$ cat src/rtl/mcp3201_emu.sv
// MCP3201 12-bit ADC slave emulator.
// Shifts a held sample out on an asynchronous SPI bus.
`timescale 1ns/1ps
module mcp3201_emu #(
  parameter int SYNC_STAGES = 2,
  parameter bit TAIL_EN     = 1'b1
) (
  input  logic        clk,
  input  logic        rst,
  input  logic [11:0] sample_in,
  input  logic        sample_valid,
  input  logic        sclk_pin,
  input  logic        cs_pin_n,
  output logic        dout_pin,
  output logic        dout_oe,
  output logic        busy,
  output logic        conv_start,
  output logic        frame_done,
  output logic        frame_abort
);

  typedef enum logic [2:0] {
    IDLE, SAMPLE, NULLB, MSB, TAIL, ZERO
  } state_t;

  logic [SYNC_STAGES-1:0] r_sclk_sync;
  logic [SYNC_STAGES-1:0] r_cs_sync;
  logic [SYNC_STAGES:0]   r_vld;
  logic                   r_sclk_d;
  logic                   r_cs_d;
  logic [11:0]            r_hold;
  logic [11:0]            r_shift;
  state_t                 r_state;
  logic [4:0]             r_f;
  logic                   r_dout;
  logic                   r_oe;
  logic                   r_start;
  logic                   r_done;
  logic                   r_abort;

  logic       w_sclk_s;
  logic       w_cs_s;
  logic       w_sclk_fall;
  logic       w_cs_fall;
  logic       w_cs_rise;
  logic       w_capture;
  logic [4:0] w_f_inc;
  logic [3:0] w_msb_idx;
  logic [3:0] w_tail_idx;
  state_t     w_state_nxt;
  logic [4:0] w_f_nxt;
  logic       w_dout_nxt;
  logic       w_oe_nxt;
  logic       w_start_nxt;
  logic       w_done_nxt;
  logic       w_abort_nxt;

  assign w_sclk_s = r_sclk_sync[SYNC_STAGES-1];
  assign w_cs_s   = r_cs_sync[SYNC_STAGES-1];

  // r_vld[top] marks the sync chain and edge flop as flushed after reset,
  // so a CS already low through reset is never seen as a fall.
  assign w_sclk_fall = r_sclk_d & ~w_sclk_s;
  assign w_cs_fall   = r_cs_d & ~w_cs_s & r_vld[SYNC_STAGES];
  assign w_cs_rise   = ~r_cs_d & w_cs_s;
  assign w_capture   = (r_state == IDLE) & w_cs_fall;

  assign w_f_inc    = (r_f == 5'd31) ? r_f : r_f + 5'd1;
  assign w_msb_idx  = 4'(5'd14 - w_f_inc);
  assign w_tail_idx = 4'(w_f_inc - 5'd14);

  // Pin synchronizers plus one edge-detect flop per pin
  always_ff @(posedge clk or posedge rst) begin
    if (rst) begin
      r_sclk_sync <= '0;
      r_cs_sync   <= '1;
      r_vld       <= '0;
      r_sclk_d    <= 1'b0;
      r_cs_d      <= 1'b1;
    end else begin
      r_sclk_sync <= {r_sclk_sync[SYNC_STAGES-2:0], sclk_pin};
      r_cs_sync   <= {r_cs_sync[SYNC_STAGES-2:0], cs_pin_n};
      r_vld       <= {r_vld[SYNC_STAGES-1:0], 1'b1};
      r_sclk_d    <= w_sclk_s;
      r_cs_d      <= w_cs_s;
    end
  end

  // Hold register and frame capture (sample_in bypasses the hold)
  always_ff @(posedge clk or posedge rst) begin
    if (rst) begin
      r_hold  <= '0;
      r_shift <= '0;
    end else begin
      if (sample_valid) r_hold <= sample_in;
      if (w_capture) r_shift <= sample_valid ? sample_in : r_hold;
    end
  end

  // State, counter and registered outputs
  always_ff @(posedge clk or posedge rst) begin
    if (rst) begin
      r_state <= IDLE;
      r_f     <= '0;
      r_dout  <= 1'b0;
      r_oe    <= 1'b0;
      r_start <= 1'b0;
      r_done  <= 1'b0;
      r_abort <= 1'b0;
    end else begin
      r_state <= w_state_nxt;
      r_f     <= w_f_nxt;
      r_dout  <= w_dout_nxt;
      r_oe    <= w_oe_nxt;
      r_start <= w_start_nxt;
      r_done  <= w_done_nxt;
      r_abort <= w_abort_nxt;
    end
  end

  // Next-state: CS rise beats a same-cycle sclk fall
  always_comb begin
    w_state_nxt = r_state;
    w_f_nxt     = r_f;
    w_dout_nxt  = r_dout;
    w_oe_nxt    = r_oe;
    w_start_nxt = 1'b0;
    w_done_nxt  = 1'b0;
    w_abort_nxt = 1'b0;
    if (r_state == IDLE) begin
      if (w_cs_fall) begin
        w_state_nxt = SAMPLE;
        w_f_nxt     = '0;
        w_start_nxt = 1'b1;
        w_oe_nxt    = 1'b0;
        w_dout_nxt  = 1'b0;
      end
    end else if (w_cs_rise) begin
      w_state_nxt = IDLE;
      w_oe_nxt    = 1'b0;
      w_dout_nxt  = 1'b0;
      if (r_f >= 5'd14) w_done_nxt = 1'b1;
      else w_abort_nxt = 1'b1;
    end else if (w_sclk_fall) begin
      w_f_nxt = w_f_inc;
      unique case (r_state)
        SAMPLE: begin
          if (w_f_inc == 5'd2) begin
            w_state_nxt = NULLB;
            w_oe_nxt    = 1'b1;
            w_dout_nxt  = 1'b0;
          end
        end
        NULLB: begin
          w_state_nxt = MSB;
          w_dout_nxt  = r_shift[11];
        end
        MSB: begin
          if (w_f_inc == 5'd15) begin
            if (TAIL_EN) begin
              w_state_nxt = TAIL;
              w_dout_nxt  = r_shift[1];
            end else begin
              w_state_nxt = ZERO;
              w_dout_nxt  = 1'b0;
            end
          end else begin
            w_dout_nxt = r_shift[w_msb_idx];
          end
        end
        TAIL: begin
          if (w_f_inc >= 5'd26) begin
            w_state_nxt = ZERO;
            w_dout_nxt  = 1'b0;
          end else begin
            w_dout_nxt = r_shift[w_tail_idx];
          end
        end
        ZERO: w_dout_nxt = 1'b0;
        default: ;
      endcase
    end
  end

  assign dout_pin    = r_dout;
  assign dout_oe     = r_oe;
  assign busy        = (r_state != IDLE);
  assign conv_start  = r_start;
  assign frame_done  = r_done;
  assign frame_abort = r_abort;

endmodule

$ cat config.mk
export PLATFORM = sky130hd
export DESIGN_NAME = mcp3201_emu
export DESIGN_NICKNAME = d
export VERILOG_FILES = /design/src/rtl/mcp3201_emu.sv
export SDC_FILE = /design/constraint.sdc
export NUM_CORES = 1
export LEC_CHECK = 0
export BUFFER_PORTS_ARGS = -buffer_cell sky130_fd_sc_hd__buf_2
export CAP_MARGIN = 20
export CELL_PAD_IN_SITES_DETAIL_PLACEMENT = 0
export CELL_PAD_IN_SITES_GLOBAL_PLACEMENT = 2
export CORE_MARGIN = 4
export CORE_UTILIZATION = 41
export DETAILED_ROUTE_END_ITERATION = 10
export PLACE_DENSITY_LB_ADDON = 0.08
export SYNTH_ARGS = -nofsm -noshare
export SYNTH_HDL_FRONTEND = slang
export SYNTH_SLANG_ARGS = --single-unit
export TNS_END_PERCENT = 30
$ cat constraint.sdc
create_clock -name clk -period 8.3 [get_ports clk]
set_input_delay 0.415 -clock clk [delete_from_list [all_inputs] [get_ports clk]]
set_output_delay 0.415 -clock clk [all_outputs]
set_load 0.01 [all_outputs]
==> impl_results.md <==
* Post-CTS Setup Inserts at 0
* Multi-input gate area at 1240 um2
* Gr usage total at 0.152
* Clock latency on the worst-skew pair at 0.30 ns
* Drt via density at 5.38
* Min Clock Period, post-route at 3.37 ns
* Synth area leader: dfrtp_1
* WHS at -0.00305 ns
* Mapped Area at 2520 um2
* Critical path required time at 8.48 ns
* Routed wire length at 5180 um
* PwrDens at 347 nW/um2
* Total gr overflow at 0
* Yosys cell types at 59
* Slew @ Worst Pin at 0.768 ns
* Initial antenna violation count at 0
* DRC at 0
* Critical path class: reg -> reg
* Antenna Nets Post-Route at 0
* DR vias at 1,801
* Async SR Flop Fraction at 1.00
* Setup ws final at 4.93 ns
* Clock-pin transition on the worst setup and hold timing paths at 0.10 ns
* Initial DRC count at 66
* Post-CTS sizing at 0
* Die width at 86.5 um
* Fill count at 584
* Hold Path Class: in -> async
* Seq/Total Area, Yosys at 0.458
* H-tree lvl count at 2
* Most frequent cells after synthesis: nand2_1 (46), dfrtp_1 (43), mux2_2 (12), nor2_1 (12)
* Layout cell share with drive strength beyond 1 at 0.250
* Largest fanout on the critical path at 20
* Fmax at 296 MHz
* CTS buffer count at 5
* Max cap viols at 0
* Post-synth EDFFs at 0
* Worst endpoint data arrival time at 3.56 ns
* Hold Fails Final Rpt at 5
* Post-synth top area share at 0.426
* CTS Root Cell: clkbuf_8
* Synth top area cells: dfrtp_1 (43%), nand2_1 (6.8%), mux2_2 (5.4%), mux4_2 (3.6%), mux2i_1 (3.2%)
* Yosys reg bits at 46
* Post-Syn Instances at 243
* Placed Area at 2640 um2
* Sum Neg Setup Slack at 0 ns
* First-pass GRT wire length at 9060 um
* Nets at 281
* Row cnt at 28
* CTS Sinks at 46
* Slew Limit Headroom at 0.488
* DP Worst Slack at 4.96 ns
* Pwr Total at 0.000955 W
* Ant diodes at 0
* Register cell area after layout at 1150 um2
* RSZ-0062 raised after global routing: no
* Ports at 23
* Design Area, Final at 2750 um2
* Status: finished, violations left
* Endpoints failing setup at 0
* Post-DR wirelength/cell at 15.5 um
* Number of I/O port buffers at 22
* Slew Viols, Final at 0
* R2R Setup Slk at 4.93 ns
* DPL Wire Length at 3710 um
* P_leak at 1.26 nW
* Post-synth net total at 265
* Top_reg_cell synth: dfrtp_1
* Fin crit share at 0.406
* CP endpoint kind: flop
* Startpoint Class: flop
* Clock Skew at 0.00901 ns
* Core Region at 5960 um2
* VDD IR max at 120 uV
* Most frequent cell after synthesis: nand2_1
* TritonCTS clock tree: built
* CTS Hold Buffers Added at 0
* Synth Warn # at 0
* Die area at 7470 um2
* Vias in the first global route at 1,807
* Synth Area per Inst at 10.4 um2
* Die Height at 86.5 um
* Starting Density at 0.424
* Drt pass-1 iters at 4
* Layout overhead on the synthesized area at 9.02%
* Failing checks: negative hold slack
* Pin count of the biggest net entering global routing at 47
* Max clock buf depth at 2
* GPL Wtd Cong at 0.825
## cell families after synthesis
group                    Yosys count  share of synthesized area
AO/OA/AOI/OAI                     42                      0.129
XOR/XNOR                           6                     0.0312
adder cells (fa/ha/maj)            5                     0.0248
buffers and inverters             24                     0.0496
flip-flops                        46                      0.458
multiplexers                      24                      0.121
other                              1                    0.00149
AND/OR/NAND/NOR                   95                      0.185
## power breakdown
part / leakage (nW) / internal, W / total [W] / switching [W]
Clock: 0.0489 / 0.0000610 / 0.000144 / 0.0000825
Combinational: 0.651 / 0.000210 / 0.000436 / 0.000226
Sequential: 0.557 / 0.000280 / 0.000376 / 0.0000954
Total: 1.26 / 0.000552 / 0.000955 / 0.000403
## worst paths after layout
path | start | endpoint | depth (start not counted)
max reg2reg | r_f[0] | dout_pin | 11
max | r_f[0] | dout_pin | 11
max in group asynchronous | rst | r_f[0] | 3
min in group clk | cs_pin_n | r_cs_sync[0] | 1
min reg2reg | r_vld[0] | r_vld[1] | 0
min | rst | r_vld[0] | 2
## sequential cells by signal (all words and copies together) (netlist names)
name	count
r_state	3
frame_done	1
r_sclk_d	1
r_sclk_sync	2
r_cs_d	1
r_hold	12
r_shift	12
frame_abort	1
dout_oe	1
conv_start	1
r_f	5
r_vld	3
dout_pin	1
r_cs_sync	2
## metal layers
layer  global-route usage  routed length (um)
met1                0.210                2450
met2                0.240                2450
met3               0.0314                 196
met4               0.0467                  77
met5                    0                   0
## layout make-up
class	instances	share of cell area
multi-input combinational	173	0.452
sequential	46	0.420
timing repair buffer	23	0.0473
tap	75	0.0341
clock buffer	5	0.0250
inverter	10	0.0136
clock inverter	3	0.00819
## metrics by stage
step                 util  hold slack [ns]  std cells
finish              0.462         -0.00305        335
global route        0.462          0.00122        335
detailed placement  0.443            0.335        326
CTS                 0.459            0.189        334
floorplan               -            0.331        243
global placement    0.443            0.334        326
## layout by cell type, fill, tap and decap left out, types with 4 or more instances in the layout
master / Yosys / layout
nand2_1: 46 / 46
dfrtp_1: 43 / 43
buf_2: 7 / 22
mux2_2: 12 / 12
nor2_1: 12 / 12
nand3_1: 8 / 8
mux2i_1: 8 / 8
inv_1: 8 / 7
o21ai_0: 7 / 7
nor3_1: 6 / 6
nor2b_1: 5 / 5
a31oi_1: 5 / 5
ha_1: 5 / 5
clkbuf_8: 0 / 5
a21oi_1: 4 / 4
mux4_2: 4 / 4
## worst max-delay path, stage by stage (launching register included)
cell       delay [ns]
dfrtp_1          0.85
inv_1            0.17
ha_1             0.50
inv_1            0.09
mux2i_1          0.31
inv_1            0.13
ha_1             0.29
xnor2_4          0.29
mux2i_1          0.23
mux2i_1          0.08
o2111ai_1        0.20
a31oi_1          0.11
No activity file was read; power rests on OpenSTA's default activity.
